### src/rtl/tdm_demux8.sv
// tdm_demux8: rebuilds 8 parallel lanes from a TDM sample stream.
// Locks to a frame marker on slot 0, fills a shadow frame slot by slot and
// publishes each complete 0..7 frame as one registered parallel word.
//
// Ports:
//   clk_i          clock, rising edge
//   rst_i          synchronous active-high reset
//   din_i          TDM sample for the current slot (W bits)
//   din_valid_i    din_i carries a sample this cycle
//   frame_sync_i   marks din_i as slot 0 (ignored when din_valid_i=0)
//   dout_o         last complete frame, lane k = dout_o[k*W +: W]
//   dout_valid_o   one-cycle pulse when dout_o updates
//   locked_o       high while locked to the frame
//   slot_idx_o     slot the next accepted sample is written to
//   sync_err_o     one-cycle pulse on a framing violation
module tdm_demux8 #(
  parameter int unsigned W            = 1,
  parameter bit          REQUIRE_SYNC = 1'b1
) (
  input  logic           clk_i,
  input  logic           rst_i,
  input  logic [W-1:0]   din_i,
  input  logic           din_valid_i,
  input  logic           frame_sync_i,
  output logic [8*W-1:0] dout_o,
  output logic           dout_valid_o,
  output logic           locked_o,
  output logic [2:0]     slot_idx_o,
  output logic           sync_err_o
);

  localparam int unsigned NLANE = 8;
  localparam int unsigned SHW   = (NLANE - 1) * W;

  typedef enum logic {
    HUNT   = 1'b0,
    LOCKED = 1'b1
  } state_e;

  state_e           state_q, state_d;
  logic [2:0]       slot_q, slot_d;
  // Slot 7 is never stored: it goes straight to dout together with slots 0..6.
  logic [SHW-1:0]   shadow_q, shadow_d;
  logic [8*W-1:0]   dout_q, dout_d;
  logic             dval_q, dval_d;
  logic             serr_q, serr_d;

  // State and datapath registers
  always_ff @(posedge clk_i) begin
    if (rst_i) begin
      state_q  <= HUNT;
      slot_q   <= 3'd0;
      shadow_q <= '0;
      dout_q   <= '0;
      dval_q   <= 1'b0;
      serr_q   <= 1'b0;
    end else begin
      state_q  <= state_d;
      slot_q   <= slot_d;
      shadow_q <= shadow_d;
      dout_q   <= dout_d;
      dval_q   <= dval_d;
      serr_q   <= serr_d;
    end
  end

  // Framing decisions and shadow/dout updates
  always_comb begin
    state_d  = state_q;
    slot_d   = slot_q;
    shadow_d = shadow_q;
    dout_d   = dout_q;
    dval_d   = 1'b0;
    serr_d   = 1'b0;

    if (din_valid_i) begin
      case (state_q)
        HUNT: begin
          if (frame_sync_i) begin
            shadow_d[W-1:0] = din_i;
            slot_d          = 3'd1;
            state_d         = LOCKED;
          end
        end
        LOCKED: begin
          if (frame_sync_i && (slot_q != 3'd0)) begin
            // Resync: restart at slot 0; stale lanes are overwritten before publishing.
            serr_d          = 1'b1;
            shadow_d[W-1:0] = din_i;
            slot_d          = 3'd1;
          end else if (!frame_sync_i && (slot_q == 3'd0) && REQUIRE_SYNC) begin
            serr_d  = 1'b1;
            state_d = HUNT;
          end else begin
            for (int k = 0; k < int'(NLANE - 1); k++) begin
              if (slot_q == 3'(k)) shadow_d[k*W +: W] = din_i;
            end
            if (slot_q == 3'd7) begin
              dout_d = {din_i, shadow_q};
              dval_d = 1'b1;
            end
            slot_d = slot_q + 3'd1;
          end
        end
      endcase
    end
  end

  assign dout_o       = dout_q;
  assign dout_valid_o = dval_q;
  assign locked_o     = (state_q == LOCKED);
  assign slot_idx_o   = slot_q;
  assign sync_err_o   = serr_q;

endmodule

### config.mk
export PLATFORM = sky130hd
export DESIGN_NAME = tdm_demux8
export DESIGN_NICKNAME = d
export VERILOG_FILES = /design/src/rtl/tdm_demux8.sv
export SDC_FILE = /design/constraint.sdc
export NUM_CORES = 1
export LEC_CHECK = 0
export ABC_AREA = 1
export ABC_CLOCK_PERIOD_IN_PS = 1630
export BUFFER_PORTS_ARGS = -buffer_cell sky130_fd_sc_hd__buf_4
export CAP_MARGIN = 0
export CORE_MARGIN = 2
export CORE_UTILIZATION = 35
export DETAILED_ROUTE_END_ITERATION = 7
export GPL_TIMING_DRIVEN = 0
export PLACE_DENSITY_LB_ADDON = 0.08
export SYNTH_ARGS = -nofsm -noshare
export SYNTH_HDL_FRONTEND = slang
export SYNTH_SLANG_ARGS = --single-unit
### constraint.sdc
create_clock -name clk_i -period 1.63 [get_ports clk_i]
set_input_delay 0.2445 -clock clk_i [delete_from_list [all_inputs] [get_ports clk_i]]
set_output_delay 0.2445 -clock clk_i [all_outputs]
set_load 0.02 [all_outputs]
==> results of run 1 <==
==> final cells by class <==
class | count | area, sq um | area share (%)
repair buffers | 27 | 214.0 | 14.86
well taps | 33 | 41.29 | 2.867
inverters | 15 | 63.81 | 4.431
plain buffers | 3 | 22.52 | 1.564
flip-flops and latches | 21 | 431.7 | 29.97
clock buffers | 4 | 26.28 | 1.825
multi-input cells | 108 | 640.6 | 44.48
==> cell usage after synthesis (all sizes together) <==
master | instances | area (sq um)
nand3 | 9 | 45.04
buf | 2 | 16.26
nor3 | 2 | 10.01
a211oi | 1 | 7.510
nand3b | 11 | 82.58
clkinv | 1 | 3.750
dfxtp | 21 | 420.4
inv | 14 | 52.55
a21oi | 3 | 15.01
nor2 | 43 | 185.2
clkbuf | 1 | 3.750
ha | 9 | 112.6
nand2 | 29 | 123.9
o21ai | 1 | 5.000
==> state kept, by name (all words and copies together) (netlist names) <==
| register | count |
|---|---|
| dout_o | 8 |
| dout_valid_o | 1 |
| locked_o | 1 |
| shadow_q | 7 |
| slot_idx_o | 3 |
| sync_err_o | 1 |
==> report_power, final <==
group	total (mW)	switching, mW	internal (mW)
Sequential	0.537	0.0132	0.523
Combinational	0.226	0.124	0.102
Clock	0.262	0.166	0.0956
==> metrics by stage <==
| step | std cells | util (%) |
|---|---|---|
| 3_5_place_dp | 198 | 42.67 |
| 4_1_cts | 208 | 45.46 |
| 3_3_place_gp | 198 | 42.67 |
| 5_1_grt | 211 | 47.96 |
| 2_1_floorplan | 147 | - |
| 6_report | 211 | 47.96 |
==> placed cells by master, fill, tap and decap left out, drive strengths merged <==
cell type,Yosys,routed
clkbuf,1,6
nor3,2,2
inv,14,14
nand2,29,29
a21oi,3,3
clkinv,1,1
buf,2,28
a211oi,1,1
dfxtp,21,21
o21ai,1,1
nor2,43,43
nand3,9,9
ha,9,9
nand3b,11,11
==> per-layer routing <==
layer | share of wire, % | global-route usage (%) | vias up
li1 | - | - | 523
met3 | 3.1 | 2.620 | 5
met5 | 0 | 0 | -
met4 | 2.0 | 6.667 | 0
met1 | 48 | 17.02 | 442
met2 | 47 | 23.76 | 14
==> critical path, stage by stage, from the launching register on <==
cell	delay, ps
sky130_fd_sc_hd__dfxtp_4	380
sky130_fd_sc_hd__inv_4	40
sky130_fd_sc_hd__ha_4	150
sky130_fd_sc_hd__nand2_4	70
sky130_fd_sc_hd__inv_4	40
sky130_fd_sc_hd__ha_4	270
sky130_fd_sc_hd__inv_2	40
sky130_fd_sc_hd__nor2_4	130
sky130_fd_sc_hd__buf_6	140
sky130_fd_sc_hd__nand3_2	50
sky130_fd_sc_hd__nand2_1	70
sky130_fd_sc_hd__nor2_1	50
==> worst max path at each step <==
| stage | end | cells past startpoint |
|---|---|---|
| 4_1_cts | dout_o[7] | 11 |
| 2_1_floorplan | shadow_q[4] | 11 |
| 3_3_place_gp | dout_o[7] | 11 |
| 5_1_grt | dout_o[0] | 11 |
| 3_5_place_dp | dout_o[7] | 11 |
| 6_report | dout_o[7] | 11 |
==> timing repair <==
action / CTS / global route
buffers inserted: 5 / 3
gates cloned: 1 / 0
setup endpoints to repair: 14 / 17
pin swaps: 2 / 8
resized for setup: 5 / 16
hold buffers: 0 / 0
==> cell families after synthesis <==
family | count (synthesis) | share of synthesized area (%)
AO/OA/AOI/OAI | 5 | 2.540
adder cells (fa/ha/maj) | 9 | 10.39
buffers and inverters | 18 | 7.043
flip-flops | 21 | 38.80
AND/OR/NAND/NOR | 94 | 41.22
==> impl_summary.md, run 1 <==
Setup path
STA classifies the critical path endpoint as a flop. Across all register-to-register paths, the minimum setup slack is 90 ps. The worst register-to-register path begins at slot_idx_o[0]. The logic depth of the worst register-to-register path is 11. The end of the worst register-to-register path is dout_o[7]. The data arrival time at the worst-slack endpoint is ~1800 ps. Along the worst path, the maximum fanout reaches 5. Tracing the worst setup path back leads to its startpoint at slot_idx_o[0].

The critical path launch point type is a flop. The data required time of the critical path is 1840 ps. The critical path is of the reg2reg type.

Global route
Entering global routing, the biggest net connects 12 pins. The number of antenna violations at the first check in global routing is 0. The first-pass GRT wire length is between 3000 and 4000 microns. Summed over all layers, the global routing overflow is 0.

The number of global-route vias before repair is slightly below 900. The total track usage is between 10 and 15%.

Timing
The post-route fraction of the period consumed by the critical path is around 94%. In the post-route analysis, the smallest setup slack over all paths is 94.48 ps. The final worst hold slack is approximately 120 ps. Static timing analysis puts the maximum clock frequency at 651.2 MHz. Setup repair after global routing could not meet its margin everywhere. The final critical-path required period is roughly 1500 ps. After routing, the total negative slack on setup checks comes to 0 ps. The hold violation total from the final report is 0. The number of pins exceeding their max-slew limit in the final report is 0. In this run the tightest slew margin relative to its limit is a little over two thirds. At the pin with the least slew margin, the transition time is around 450 ps.

The worst clock skew is about 11 ps. Setup violations remaining at the end of the flow were counted as 0.

Drt
The routed wirelength normalized by instance count is between 10 and 15 microns. The overall routed net length is about 2200 microns. After detailed routing, the number of vias per cell comes to around 4.7. For this run, the detailed router's first-pass iteration total came to 3.

The DRC violation total after the first TritonRoute iteration is 19. The post-detailed-route count of antenna-violating nets is 0. Summing over every cut layer, the via total after detailed routing is ~980. The post-detailed-route DRC marker count is 0.

Floorplan
The full die area is around 0.0036 sq mm. The floorplan step set the die width to around 60 microns. The placeable core region is around 0.003 sq mm. In this run the count of I/O pins placed on the die edge is 19. The overall die height is about 60 microns. The number of cell rows is 20. The initial utilization of the core area, before any placement, comes to between 30 and 40%.

Synth
The number of nets handed over by synthesis was 161. Yosys printed 0 warnings. Counting every instance in the synthesized netlist gives approximately 150. The mean area per synthesized cell is between 7 and 8 sq um.

The synthesis-stage register bit count is 21. The sequential cell area fraction in the yosys report is 38.80%. The synthesized area is ~0.0011 sq mm. The number of different library cells used by synthesis comes to 19.

Pwr
The worst-case vdd ir drop is 0.0003324 V. The total design power is between 1 and 1.5 mW. The static leakage is 0.6671 nW. For this design the ratio of total power to cell area is between 700 and 800 mW/mm^2.

Placed design
OpenSTA, run right after detailed placement, puts the worst setup slack at -153.8 ps. The placed instances occupy a cell area of roughly 0.0013 sq mm. Routability-driven placement finished with a final weighted congestion of 0.7694.

The post-DP HPWL is ~1600 microns. Port buffering added 18 buffers.

Hold path
The number of stages on the worst hold path is 2. The worst hold path endpoint is sync_err_o. In this run the most critical hold path is launched from rst_i. The worst min-delay path category is in2reg.

Run status
The flow ran to the end, and the final reports show no timing, DRC or antenna violations.

CTS
The clock drives 21 sinks. In this run the clock root is driven by a sky130_fd_sc_hd__clkbuf_4. After clock tree synthesis, the clock-pin slew on the worst setup and hold paths is 130 ps. Clock tree synthesis inserted a total of 3 buffers. At the later pin of the worst-skew pair, clock insertion delay measures roughly 310 ps. The number of levels in the clock H-tree is 1.

Counting along the longest clock path gives a buffer depth of 2. TritonCTS built the clock tree.

Job
The number of max-cap violations is 0.

Cells and area
For this run, the post-layout net count is around 190. The proportion of layout cells with a drive suffix above 1 is between 20% and 30%. The area growth from synthesis to layout is 32.91%. The filler cell count in the final layout is approximately 320. The area of all placed cells without fillers is about 0.0014 sq mm. 0 antenna diodes ended up in the layout.
Note: power is estimated with default switching activity, not from simulation.
==> inputs of run 2 (changes only) <==
ABC_AREA = not set   (was 1)
MAX_ROUTING_LAYER = met4   (was not set)
==> impl_summary.md, run 2 <==
Placed design
The cell count after placement was 161 (-19%). The placer's final routability congestion estimate is 0.7858 (+2.1%). The total of buffers placed on input and output ports is 18 (unchanged). The post-DP HPWL is 1423 microns (-13%).

Synth
The library cell occupying the most area in the post-synthesis netlist is sky130_fd_sc_hd__dfxtp_1. The mean area per synthesized cell is 8.904 sq um (+21%). The number of flops mapped to enable cells by yosys is 0 (unchanged). The number of distinct library cells after synthesis was 26 (+7). The sequential cell area fraction in the yosys report is 42.16% (+3.4 points). The share of synthesized flip-flops with an asynchronous set or reset was 0% (unchanged). The warning count from the yosys run is 0 (unchanged). Among all flip-flop cells after synthesis, the most frequent one is sky130_fd_sc_hd__dfxtp_1. The post-synth net total came to 126 (-22%). By area the synthesized netlist is led by sky130_fd_sc_hd__dfxtp_1 (42%), sky130_fd_sc_hd__ha_1 (11%), sky130_fd_sc_hd__nand2_1 (10%), sky130_fd_sc_hd__a21oi_1 (5.5%), sky130_fd_sc_hd__mux2i_1 (5.0%). The synthesized instance count was 112 (-24%). The synthesized area is 997.2 sq um (-8.0%). In the synthesized netlist, the cells that appear most often are sky130_fd_sc_hd__nand2_1 (27), sky130_fd_sc_hd__dfxtp_1 (21), sky130_fd_sc_hd__a21oi_1 (11). The synthesis-stage register bit count is 21 (unchanged). The most instantiated library cell after synthesis is sky130_fd_sc_hd__nand2_1.

The top-area cell type share of the netlist area is 42.16% (+3.4 points).

Drt
The post-detailed-route DRC marker count is 0 (unchanged). The number of vias per cell is 4.970 (+6.6%). The routed wirelength normalized by instance count is 11.98 microns (+14%). The overall routed net length was 2025 microns (-9.1%).

The overall via count from detail_route is 840 (-15%). The DRC violation total after the first TritonRoute iteration is 12 (-7). The length of the first detailed-routing pass in iterations is 4 (+1). The post-detailed-route count of antenna-violating nets is 0 (unchanged).

Timing
The hold violation total from the final report is 0 (unchanged). The maximum clock frequency is 646.9 MHz (-0.66%). The actual slew at the worst max-slew pin is 288.3 ps (-160.0 ps). The accumulated negative setup slack is 0 ps (unchanged). The number of pins exceeding their max-slew limit in the final report is 0 (unchanged). The worst clock skew came to 8.269 ps (-2.580 ps).

The final critical-path required period is 1546 ps (+10.25 ps). The worst-case headroom to the max-slew limit is 80.52% (+10 points). The count of endpoints failing setup in the final report is 0 (unchanged). The post-route fraction of the period consumed by the critical path is 94.83% (+0.63 points).

Pwr
The power per standard cell area is 701.3 mW/mm^2 (-1.4%). The switching power came to 230.0 uW (-24%). The total internal power came to 671.2 uW (-6.9%). The relative contribution of combinational cells to total power is 14.1% (-8.0 points). The worst-case vdd ir drop is 0.0003838 V (+15%). The clock network power share is 28.0% (+2.4 points). The sequential fraction of design power is 57.9% (+5.5 points). The static leakage was 0.5665 nW (-15%).

The net switching fraction of the power came to 25.52% (-4.1 points).

Global route
The pin count of the biggest net entering global routing is 12 (unchanged). The first-pass GRT wire length came to 3332 microns (-12%). The number of antenna violations at the first check in global routing came to 0 (unchanged). The total track usage is 13.06% (-1.0 points).

The number of global-route vias before repair was 725 (-16%). The aggregate global routing overflow is 0 (unchanged).

Setup path
The data required time of the critical path was 1870 ps (+30 ps). STA classifies the critical path endpoint as a flop. The start point of the critical path is slot_idx_o[0]. The launching point of the worst reg2reg path is slot_idx_o[0].

In this run the critical register-to-register path is captured at dout_o[5]. The logic depth of the worst register-to-register path came to 9 (-2). The critical path ends at dout_o[5]. The slack of the worst reg-to-reg path was 80 ps (about the same).

The type of the worst setup path is reg2reg. The maximum net fanout on the critical path is 8 (+3). STA classifies the critical path startpoint as a flop.

The data arrival time at the worst-slack endpoint is 1780 ps (+30 ps).

CTS
The number of sinks on the clock net came to 21 (unchanged). The TritonCTS buffer count was 3 (unchanged). CTS placed an instance of sky130_fd_sc_hd__clkbuf_4 at the clock tree root. The insertion delay of the later-clocked pin in the worst-skew pair is 300 ps (about the same). The number of levels in the clock H-tree came to 1 (unchanged). The clock slew seen by the registers of the worst setup and hold paths is 120 ps (about the same). The number of hold buffers added after CTS is 0 (unchanged). TritonCTS built the clock tree. The number of buffers on the longest clock path came to 2 (unchanged).

Cells and area
The multi-input gate area in the final layout came to 566.8 sq um (-12%). The net count reported at finish is 153 (-21%). The number of non-filler instances in the completed layout is 169 (-20%). The most common cell after layout, fill and taps aside is sky130_fd_sc_hd__nand2_1. The sequential cell area is 429.2 sq um (-0.58%). Leaving out fill and tap cells, the most frequent cells in the layout are sky130_fd_sc_hd__nand2_1 (26), sky130_fd_sc_hd__buf_4 (23), sky130_fd_sc_hd__dfxtp_1 (18), sky130_fd_sc_hd__a21oi_1 (10). The number of flip-flops under the largest register name came to 8 (unchanged). The proportion of layout cells with a drive suffix above 1 was 31.16% (+1.9 points). The count of inserted antenna diode cells came to 0 (unchanged). The area growth from synthesis to layout is 28.86%. The filler cell count in the final layout was 271 (-16%).

Floorplan
The overall die height is 57.38 microns (-3.8%). The I/O pin count is 19 (unchanged). The placeable core region was 0.002734 sq mm (-9.0%). The initial standard-cell utilization of the core is 36.48% (+0.39 points). The die boundary width is 57.38 microns (-3.8%). The full die area is 0.003292 sq mm (-7.5%). The number of cell rows is 19 (-5.0%).

Job
The number of max-cap violations is 0 (unchanged).

Run status
The run finished with clean final reports.

Hold path
In this run the worst hold path is classified as in2reg.
[run 2: power by group through the flow]
stage               Clock (mW)  Combinational (mW)  Sequential, mW
finish                   0.252               0.127           0.522
global route             0.285               0.137           0.523
floorplan                    0              0.0636           0.541
CTS                      0.268               0.119           0.522
detailed placement           0               0.105           0.536
global placement             0               0.104           0.536
[run 2: how the worst min path moves through the flow]
stage	endpoint	start	slack, ps	cells past startpoint
final	dout_o[7]	din_i	190	3
after floorplan	dout_o[7]	din_i	380	2
after detailed placement	dout_o[0]	shadow_q[0]	450	2
after global routing	dout_o[7]	din_i	200	3
after CTS	dout_o[7]	din_i	190	3
after global placement	dout_o[7]	dout_o[7]	440	2
[run 2: routing by layer]
metal	up-vias	wire, microns	global-route usage [%]
met5	-	0	-
met4	0	0	3.987
met3	0	107	2.721
met2	29	952	20.29
met1	377	965	17.02
li1	434	-	-
[run 2: cell type report]
type / instances / area share, %
Buffer: 5 / 3.116
Clock buffer: 4 / 2.045
Inverter: 5 / 1.461
Multi-Input combinational cell: 81 / 44.11
Sequential cell: 21 / 33.40
Tap cell: 31 / 3.019
Timing Repair Buffer: 22 / 12.85
[run 2: cell families after synthesis]
group,synth area share (%)
buf+inv,5.270
mux,5.019
fa+ha+maj,11.29
simple gates,26.73
flops,42.16
compound gates,9.536
[run 2: repair_timing]
item / 4_1_cts / 5_1_grt
setup buffers: 4 / 0
pin swaps: 3 / 4
setup endpoints to repair: 14 / 17
gates resized for setup: 5 / 7
gates cloned: 0 / 0
[run 2: worst max-delay path, cell delays in order, from the launching register on]
cell                      delay [ps]
sky130_fd_sc_hd__dfxtp_4         370
sky130_fd_sc_hd__inv_2            50
sky130_fd_sc_hd__ha_4            160
sky130_fd_sc_hd__nand2_2          70
sky130_fd_sc_hd__inv_2            50
sky130_fd_sc_hd__ha_4            290
sky130_fd_sc_hd__and4_1          200
sky130_fd_sc_hd__buf_6           130
sky130_fd_sc_hd__nand2_1          50
sky130_fd_sc_hd__a21oi_1         120
[run 2: per-stage QoR]
stage	cell area (sq um)	total power [mW]	util (%)	setup slack [ps]	hold slack [ps]
floorplan	1017	0.6043	-	17.55	380.5
global placement	1191	0.6404	43.57	-145.7	443.3
detailed placement	1191	0.6409	43.57	-164.2	445.5
CTS	1259	0.9089	46.04	6.021	185.2
global route	1285	0.9451	47.00	-9.287	199.1
finish	1285	0.9012	47.00	84.23	193.7
